### src/rtl/dff_pipe_pkg.sv
// Shared helpers for the elastic register pipeline.
// Occupancy-counter width is derived here so the flow does not depend on $clog2.
package dff_pipe_pkg;

  function automatic int clog2_ceil(input int value);
    int w;
    w = 0;
    for (int i = 0; i < 31; i++) begin
      if ((1 << i) < value) w = i + 1;
    end
    return w;
  endfunction

  // Counter must represent 0..DEPTH inclusive, and is never narrower than 1 bit.
  function automatic int cnt_width(input int depth);
    return (clog2_ceil(depth + 1) < 1) ? 1 : clog2_ceil(depth + 1);
  endfunction

endpackage

### src/rtl/dff_pipe_if.sv
// Valid/ready handshake bundle for both ends of dff_pipe.
// The master modport is the producer/consumer side; the slave modport is the pipeline.
interface dff_pipe_if #(
  parameter int unsigned WIDTH = 8
);
  logic             in_vld;
  logic [WIDTH-1:0] in_dat;
  logic             in_rdy;
  logic             out_vld;
  logic [WIDTH-1:0] out_dat;
  logic             out_rdy;

  modport master (
    output in_vld, in_dat, out_rdy,
    input  in_rdy, out_vld, out_dat
  );

  modport slave (
    input  in_vld, in_dat, out_rdy,
    output in_rdy, out_vld, out_dat
  );
endinterface

### src/rtl/dff_pipe_stage.sv
// One valid/data register pair: clear beats load beats drain, and unloaded data holds.
// Latency: one cycle; backpressure is decided by the caller through load_i/drain_i.
module dff_pipe_stage #(
  parameter int unsigned      WIDTH     = 8,
  parameter logic [WIDTH-1:0] RESET_VAL = '0
) (
  input  logic             clk_i,
  input  logic             rst_i,
  input  logic             clr_i,
  input  logic             load_i,
  input  logic             drain_i,
  input  logic [WIDTH-1:0] d_i,
  output logic             vld_o,
  output logic [WIDTH-1:0] dat_o
);
  logic             vld_q, vld_d;
  logic [WIDTH-1:0] dat_q, dat_d;

  always_comb begin
    vld_d = vld_q;
    dat_d = dat_q;
    if (clr_i) begin
      vld_d = 1'b0;
      dat_d = RESET_VAL;
    end else if (load_i) begin
      vld_d = 1'b1;
      dat_d = d_i;
    end else if (drain_i) begin
      vld_d = 1'b0;
    end
  end

  always_ff @(posedge clk_i) begin
    if (rst_i) begin
      vld_q <= 1'b0;
      dat_q <= RESET_VAL;
    end else begin
      vld_q <= vld_d;
      dat_q <= dat_d;
    end
  end

  assign vld_o = vld_q;
  assign dat_o = dat_q;
endmodule

### src/rtl/dff_pipe.sv
// Elastic DEPTH-stage register pipeline with bubble collapse, global hold and flush.
// Latency DEPTH cycles unstalled, 1 word/cycle; ready is combinational from the move chain.
module dff_pipe
  import dff_pipe_pkg::*;
#(
  parameter int unsigned      WIDTH     = 8,
  parameter int unsigned      DEPTH     = 4,
  parameter logic [WIDTH-1:0] RESET_VAL = '0,
  localparam int              CNT_W     = cnt_width(DEPTH)
) (
  input  logic             core_clk_i,
  input  logic             rst_i,
  input  logic             enable_i,
  input  logic             flush_i,
  dff_pipe_if.slave        bus,
  output logic [CNT_W-1:0] count_o
);
  logic [DEPTH-1:0] vld;
  logic [DEPTH-1:0] move;
  logic [DEPTH-1:0] load;
  logic [WIDTH-1:0] dat     [DEPTH];
  logic [WIDTH-1:0] stage_d [DEPTH];
  logic             accept;
  logic             pop;
  logic [CNT_W-1:0] count_q, count_d;

  // A stage advances when downstream is empty or itself advancing, so bubbles collapse.
  assign move[DEPTH-1] = vld[DEPTH-1] & bus.out_rdy & enable_i;
  for (genvar i = 0; i < DEPTH - 1; i++) begin : g_move
    assign move[i] = vld[i] & (~vld[i+1] | move[i+1]) & enable_i;
  end

  assign bus.in_rdy = ~rst_i & enable_i & ~flush_i & (~vld[0] | move[0]);
  assign accept     = bus.in_vld & bus.in_rdy;
  assign pop        = vld[DEPTH-1] & bus.out_rdy & enable_i & ~flush_i;

  for (genvar i = 0; i < DEPTH; i++) begin : g_stage
    if (i == 0) begin : g_head
      assign load[i]    = accept;
      assign stage_d[i] = bus.in_dat;
    end else begin : g_body
      assign load[i]    = move[i-1];
      assign stage_d[i] = dat[i-1];
    end

    dff_pipe_stage #(
      .WIDTH     (WIDTH),
      .RESET_VAL (RESET_VAL)
    ) u_stage (
      .clk_i   (core_clk_i),
      .rst_i   (rst_i),
      .clr_i   (flush_i),
      .load_i  (load[i]),
      .drain_i (move[i]),
      .d_i     (stage_d[i]),
      .vld_o   (vld[i]),
      .dat_o   (dat[i])
    );
  end

  always_comb begin
    count_d = count_q;
    if (flush_i) begin
      count_d = '0;
    end else if (accept && !pop) begin
      count_d = count_q + CNT_W'(1);
    end else if (pop && !accept) begin
      count_d = count_q - CNT_W'(1);
    end
  end

  always_ff @(posedge core_clk_i) begin
    if (rst_i) count_q <= '0;
    else       count_q <= count_d;
  end

  assign bus.out_vld = vld[DEPTH-1];
  assign bus.out_dat = dat[DEPTH-1];
  assign count_o     = count_q;
endmodule
### src/flat_wrapper.sv
// flat-port wrapper written by rule: the top's interface ports become plain ports
module dff_pipe_flat import dff_pipe_pkg::*;
#(
  parameter int unsigned      WIDTH     = 8,
  parameter int unsigned      DEPTH     = 4,
  parameter logic [WIDTH-1:0] RESET_VAL = '0,
  localparam int              CNT_W     = cnt_width(DEPTH)
)
  (core_clk_i, rst_i, enable_i, flush_i, count_o, bus_in_vld, bus_in_dat, bus_out_rdy, bus_in_rdy, bus_out_vld, bus_out_dat);
  dff_pipe_if #(.WIDTH(WIDTH)) bus_i ();
  input  logic core_clk_i;
  input  logic rst_i;
  input  logic enable_i;
  input  logic flush_i;
  output logic [CNT_W-1:0] count_o;
  input wire logic [$bits(bus_i.in_vld)-1:0] bus_in_vld;
  input wire logic [$bits(bus_i.in_dat)-1:0] bus_in_dat;
  input wire logic [$bits(bus_i.out_rdy)-1:0] bus_out_rdy;
  output wire logic [$bits(bus_i.in_rdy)-1:0] bus_in_rdy;
  output wire logic [$bits(bus_i.out_vld)-1:0] bus_out_vld;
  output wire logic [$bits(bus_i.out_dat)-1:0] bus_out_dat;
  assign bus_i.in_vld = bus_in_vld;
  assign bus_i.in_dat = bus_in_dat;
  assign bus_i.out_rdy = bus_out_rdy;
  assign bus_in_rdy = bus_i.in_rdy;
  assign bus_out_vld = bus_i.out_vld;
  assign bus_out_dat = bus_i.out_dat;
  dff_pipe #(.WIDTH(WIDTH), .DEPTH(DEPTH), .RESET_VAL(RESET_VAL)) u_core (.core_clk_i(core_clk_i), .rst_i(rst_i), .enable_i(enable_i), .flush_i(flush_i), .bus(bus_i), .count_o(count_o));
endmodule
### config.mk
export PLATFORM = sky130hd
export DESIGN_NAME = dff_pipe_flat
export DESIGN_NICKNAME = d
export VERILOG_FILES = /design/src/rtl/dff_pipe_pkg.sv /design/src/rtl/dff_pipe_if.sv /design/src/rtl/dff_pipe_stage.sv /design/src/rtl/dff_pipe.sv /design/src/flat_wrapper.sv
export SDC_FILE = /design/constraint.sdc
export NUM_CORES = 1
export LEC_CHECK = 0
export BUFFER_PORTS_ARGS = -buffer_cell sky130_fd_sc_hd__buf_4
export CAP_MARGIN = 20
export CELL_PAD_IN_SITES_DETAIL_PLACEMENT = 0
export CELL_PAD_IN_SITES_GLOBAL_PLACEMENT = 1
export CORE_ASPECT_RATIO = 0.9
export CORE_UTILIZATION = 27
export DETAILED_ROUTE_END_ITERATION = 8
export PLACE_DENSITY = 0.6
export SLEW_MARGIN = 25
export SYNTH_ARGS = -nofsm -noshare
export SYNTH_HDL_FRONTEND = slang
export SYNTH_SLANG_ARGS = --single-unit
### constraint.sdc
create_clock -name core_clk_i -period 3.26 [get_ports core_clk_i]
set_clock_uncertainty 0.1 [all_clocks]
set_input_delay 0.163 -clock core_clk_i [delete_from_list [all_inputs] [get_ports core_clk_i]]
set_output_delay 0.163 -clock core_clk_i [all_outputs]
set_load 0.01 [all_outputs]
Word-level counts from Yosys, hierarchy flattened
Index checks and enable logic that the tools add are counted.
Storage, ports and cells
  logic and storage cells: 54
  input bits: 14
  latch bits: 0
  memories kept: 0
  output and inout bits: 13
  bits in writable memories: 0
  register bits: 39
  ROM bits: 0
Operators by class
  $lt $le $gt $ge: 0
  bitwise logic cells: 23
  equality and inequality tests: 0
  multipliers: 0
  mux-type cells: 10
  add/sub/neg operators: 2
  reductions and logical operators: 10
  shift-type cells: 0
  div/mod/pow operators: 0
Operators with widths (number)
  $and 1x1->1: 13
  $reduce_bool 2->1: 5
  $mux 1: 8
  $mux 3: 2
  $not 1->1: 6
  $or 1x1->1: 4
  $add 3x1->3 const B: 1
  $sub 3x1->3 const B: 1
  $logic_and 1x1->1: 2
  $logic_not 1->1: 2
  $reduce_or 2->1: 1

Depth between registers and ports, before layout
  depth in word-level cells: 18
  depth in mapped cells: 10
  depth with buffers taken out: 8

Hierarchy
A second synthesis with hierarchy kept.
Unflattened totals
  cell total of the unflattened synthesis: 151
  area, all modules: 1559.0 um^2
By module, submodules not included
  dff_pipe_stage: times used 4, area each 334.1 um^2, sequential area each 180.2 um^2, cells each 31
  dff_pipe: times used 1, area each 222.7 um^2, sequential area each 60.1 um^2, cells each 27

Least setup slack after synthesis
OpenSTA, ideal clock, no wires.
  path kind: reg2reg
  start: reg u_core.g_stage[3].u_stage.vld_q
  end: reg u_core.count_q[2], in the netlist u_core.count_o[2]
  stages on the path, launching flop included: 11
  path buffers: 2
  path slack: 0.825 ns
  setup time: 0.070 ns
  data arrival time: 2.265 ns
  required time: 3.090 ns
  period minus slack after synthesis: 2.435 ns
  cells stage by stage: dfxtp_1 > buf_2 > and4b_4 > buf_4 > a211oi_1 > ha_1 > inv_1 > fa_1 > xor2_1 > or3_1 > a21oi_1
On the way
  word-level cells in the longest chain between the ends: 17
  elaborated cells on any way between the ends: 22
  those cells by class: mux (1); bitwise (16); reduce/logical (5)
Ends and longest elaborated chain
  start: declaration: line dff_pipe_stage.sv:16  | logic vld_q, vld_d;
  start signal: assignment: line dff_pipe_stage.sv:38  | vld_q <= vld_d;
  $and 1x1->1 (2 in a row): line dff_pipe.sv:28  | assign move[DEPTH-1] = vld[DEPTH-1] & bus.out_rdy & enable_i;
  $or 1x1->1 (*): line dff_pipe.sv:30  | assign move[i] = vld[i] & (~vld[i+1] | move[i+1]) & enable_i;
  $and 1x1->1 (*) (2 in a row): line dff_pipe.sv:30
  $or 1x1->1 (*): line dff_pipe.sv:30
  $and 1x1->1 (*) (2 in a row): line dff_pipe.sv:30
  $or 1x1->1 (*): line dff_pipe.sv:30
  $and 1x1->1 (*) (2 in a row): line dff_pipe.sv:30
  $or 1x1->1 (*): line dff_pipe.sv:33  | assign bus.in_rdy = ~rst_i & enable_i & ~flush_i & (~vld[0] | move[0]);
  $and 1x1->1 (*): line dff_pipe.sv:33
  $and 1x1->1 (*): line dff_pipe.sv:34  | assign accept = bus.in_vld & bus.in_rdy;
  named net u_core.accept: line dff_pipe.sv:23  | logic accept;
  $logic_not 1->1: line dff_pipe.sv:67  | end else if (pop && !accept) begin
  $logic_and 1x1->1: line dff_pipe.sv:67
  $reduce_bool 2->1 (no source line)
  end signal: assignment: line dff_pipe.sv:74  | else count_q <= count_d;
  end: declaration: line dff_pipe.sv:25  | logic [CNT_W-1:0] count_q, count_d;
The timed path passes the listed nets; every way through them passes the cells marked *.
A chain may end at the register's enable or synchronous reset.

Worst setup path in the final report
Same ends and word-level chain as after synthesis.

==> impl.org <==
** Synth
- The synthesized design contains 39 register bits.
- Of all flip-flops after synthesis, the portion carrying an async set or reset was 0%.
- Counting every instance in the synthesized netlist gives 196.
- Sequential cells were found to cover between 40% and 50% of the synthesized design area.
- Number of enable-type register cells in the synthesized netlist :: 0
- Most used DFF post-synth :: dfxtp_1
- Post-synth cell types :: 27
- Summing every instance area after synthesis gives 1670 µm².
- Yosys warning count :: 0
- Post-synthesis net count :: around 210
- A synthesized cell averages 8.52 µm².

** Power and ir drop
- In this run the static leakage power is around 0.7 nW.
- Worst supply voltage drop on vdd :: roughly 180 µV
- Pwr/cell area :: around 480 nW/µm²
- Total power consumption of the routed design :: 0.950 mW

** Critical path
- For the worst setup path, the data required time is 3.38 ns.
- The worst register-to-register path has a setup slack of around 0.85 ns.
- Counting both buffers and inverters, the worst setup path holds a total of 1.
- CP Depth :: 8
- Setup crit start :: u_core.g_stage[3].u_stage.vld_o
- For the worst flop-to-flop path, the logic depth is 8.
- Critical path's slowest cell :: dfxtp_1
- For this run, the slowest stage of the critical path takes ~0.40 ns.
- In this run the critical register-to-register path is captured at u_core.count_o[2].
- Of all nets on the critical path, the largest fanout is 12.
- Worst path top cell family by delay :: simple AND/OR/NAND/NOR gates
- R2R Path Start :: u_core.g_stage[3].u_stage.vld_o
- STA classifies the critical path endpoint as a flop.
- The signal on the critical path passes through and4b_4 -> a211oi_1 -> ha_1 -> inv_1 -> fa_1 -> xor2_1 -> or3_1 -> a21oi_1.
- Critical Setup Path Class :: flop to flop
- Arrival time of the worst setup path :: 2.53 ns
- The most critical setup path has its endpoint at u_core.count_o[2].
- Launching element type of the critical path :: flop

** Flow run
- Max-cap violations in this run came to 0.

** Routing
- The routed layout has 1323 vias.
- DRC violations left :: 1
- Summed over all nets, wire length on met2 after detailed routing comes to ~1500 µm.
- Topmost layer with routed signal wires :: met3
- After the first detailed-routing iteration, the DRC count stood at 70.
- Detailed route wirelength on metal3 :: ~170 µm
- Total routed wire length on the met1 layer :: roughly 2000 µm
- After detailed routing, the average wire length per cell comes to ~13 µm.
- Detail-routed via count per cell :: 4.73
- The final layout contains routed wiring with a total length of roughly 3600 µm.
- Count of antenna-violating nets left after detailed routing :: 0
- The first TritonRoute pass finished after 7 iterations.

** Clock tree
- Maximum root-to-sink buffer count :: 2
- Clock tree root buffer cell :: clkbuf_8
- Buffers inserted during post-CTS setup optimization :: 0
- In this run, post-CTS hold repair placed 0 buffers.
- Count of H-tree levels built during CTS :: 2
- TritonCTS built the clock tree.
- Clock-pin slew of the registers on the worst-case setup and hold paths :: around 0.080 ns
- Clock insertion delay at the later pin of the skew report :: between 0.2 and 0.3 ns
- Counting the buffers created by CTS gives 5.
- CTS sink cnt :: 39
- Post-CTS repair changed the size of 0 cells.

** Global route
- Number of global-route vias before repair :: between 1000 and 1500
- Global-route wire length before repair :: 6300 µm
- Total global-route track usage :: 12.2%
- Entering global routing, the biggest net connects 33 pins.
- After global routing the overflow that remains totals 0.
- The initial antenna violation count is 0.

** Layout
- The final layout contains about 230 nets.
- Filler cell count in the final layout :: around 660
- Layout-stage area growth over the synthesis result :: 17.5%
- Fraction of layout cells with a size suffix above 1 :: between 10% and 20%
- Post-route standard cell area excluding fillers :: 1960 µm²
- Leaving out fill and tap cells, the most frequent cells in the layout are 39 x dfxtp_1, 29 x a21oi_1, 27 x buf_4.
- Most common library cell in the layout ignoring fill and taps :: dfxtp_1
- Layout Utilization :: between 30 and 40%
- ANT cells :: 0

** Timing
- Setup violations remaining at the end of the flow were counted as 0.
- Least-Margin Pin Slew :: 0.565 ns
- The number of failing hold endpoints at the final stage came to 0.
- Maximum operating frequency :: 415 MHz
- Final critical-path setup slack :: 0.852 ns
- Of the available clock period, the critical path in the final layout requires 73.9%.
- The final number of max-transition violations is 0.
- The smallest clock period supported by the final layout is computed as between 2 and 2.5 ns.
- Summed over all failing endpoints, the final setup total negative slack is 0 ns.
- Headroom to the max-slew limit came out at between 60% and 70%.
- Setup repair after global routing left no endpoint under its margin.

** Floorplanning
- For this configuration, the core starts out at a cell density of roughly 29%.
- The die is around 77 µm tall.
- Pin placement for this block handled 27 I/O pins.
- The floorplan step set the die width to between 80 and 90 µm.
- The floorplan has 26 rows.
- Total Die Area :: roughly 6500 µm²
- The total area inside the core boundary comes to 5820 µm².

** Placed design
- Dpl ws :: 0.869 ns
- At the end of routability-driven placement, the weighted congestion stood at about 0.69.
- Cell area after placement :: roughly 1800 µm²
- The count of buffers added on input and output ports is 26.
- Once detailed placement completed, the half-perimeter wirelength came to 2450 µm.

** Outcome
- The final reports fail on DRC.
- The flow ran to the end, but the final reports show violations.

** Hold path
- The path class of the tightest hold or removal check is input port to flop.
==> layout make-up <==
cell class              instances  area (µm²)  area share (%)
clock inverters                 2        35.0            1.79
well taps                      70        87.6            4.46
multi-input cells             134         766            39.0
inverters                       2        7.51           0.383
clock buffers                   6        82.6            4.21
flip-flops and latches         39         781            39.8
repair buffers                 27         203            10.3
==> synthesized netlist by cell type (3+ instances only) <==
cell,count,area [µm²]
nand3_1,24,120
buf_4,9,67.6
nand2_1,21,78.8
mux2i_1,9,90.1
o21ai_0,20,100
dfxtp_1,39,781
and2_1,3,18.8
nor2_1,4,15.0
buf_2,3,15.0
o21ai_1,8,40.0
clkbuf_1,7,26.3
a21oi_1,29,145
==> layer usage <==
layer	up-vias	global-route usage, %
met5	-	0
met4	0	2.03
met3	0	4.66
met2	26	16.6
met1	596	18.2
li1	701	-
==> worst reg2reg max path: stages (launching register included) <==
cell and delay, ns:
dfxtp_1 0.40, and4b_4 0.31, a211oi_1 0.28, ha_1 0.22
inv_1 0.06, fa_1 0.37, xor2_1 0.15, or3_1 0.31
a21oi_1 0.15
==> state kept, by name (all words and copies together), names as in the netlist <==
name                          count
u_core.g_stage.u_stage.dat_o     32
u_core.g_stage.u_stage.vld_o      4
u_core.count_o                    3
==> worst min-delay path by stage <==
stage,slack (ns),depth (start not counted),startpoint,endpoint
after floorplan,0.21,2,bus_in_dat[0],u_core.g_stage[0].u_stage.dat_o[0]
after global placement,0.33,3,bus_in_dat[3],u_core.g_stage[0].u_stage.dat_o[3]
after detailed placement,0.33,3,bus_in_dat[4],u_core.g_stage[0].u_stage.dat_o[4]
after CTS,0.01,3,bus_in_dat[4],u_core.g_stage[0].u_stage.dat_o[4]
after global routing,0.01,3,bus_in_dat[5],u_core.g_stage[0].u_stage.dat_o[5]
final,0.01,3,bus_in_dat[4],u_core.g_stage[0].u_stage.dat_o[4]
==> per-stage QoR <==
stage / cells / hold WS (ns)
final: 280 / 0.0148
after global placement: 272 / 0.326
after CTS: 280 / 0.0112
after floorplan: 196 / 0.205
after global routing: 280 / 0.0103
after detailed placement: 272 / 0.327
==> report_power, final <==
group | switching (mW) | leakage [nW] | internal (mW)
combinational | 0.0246 | 0.308 | 0.0208
sequential | 0.00250 | 0.315 | 0.479
clock | 0.175 | 0.0612 | 0.248
==> cells by family (layout without fill, tap and decap cells) <==
kind of cell               Yosys count  after routing  synth area share (%)
AOI/OAI and AO/OA                   60             60                  19.0
xor gates and xnor gates             2              2                  1.05
adders and majority gates            2              2                  1.95
buffers and inverters               23             37                  7.57
DFF                                 39             39                  46.7
muxes                                9              9                  5.39
and+or+nand+nor                     61             61                  18.4
Note: power is estimated with default switching activity, not from simulation.
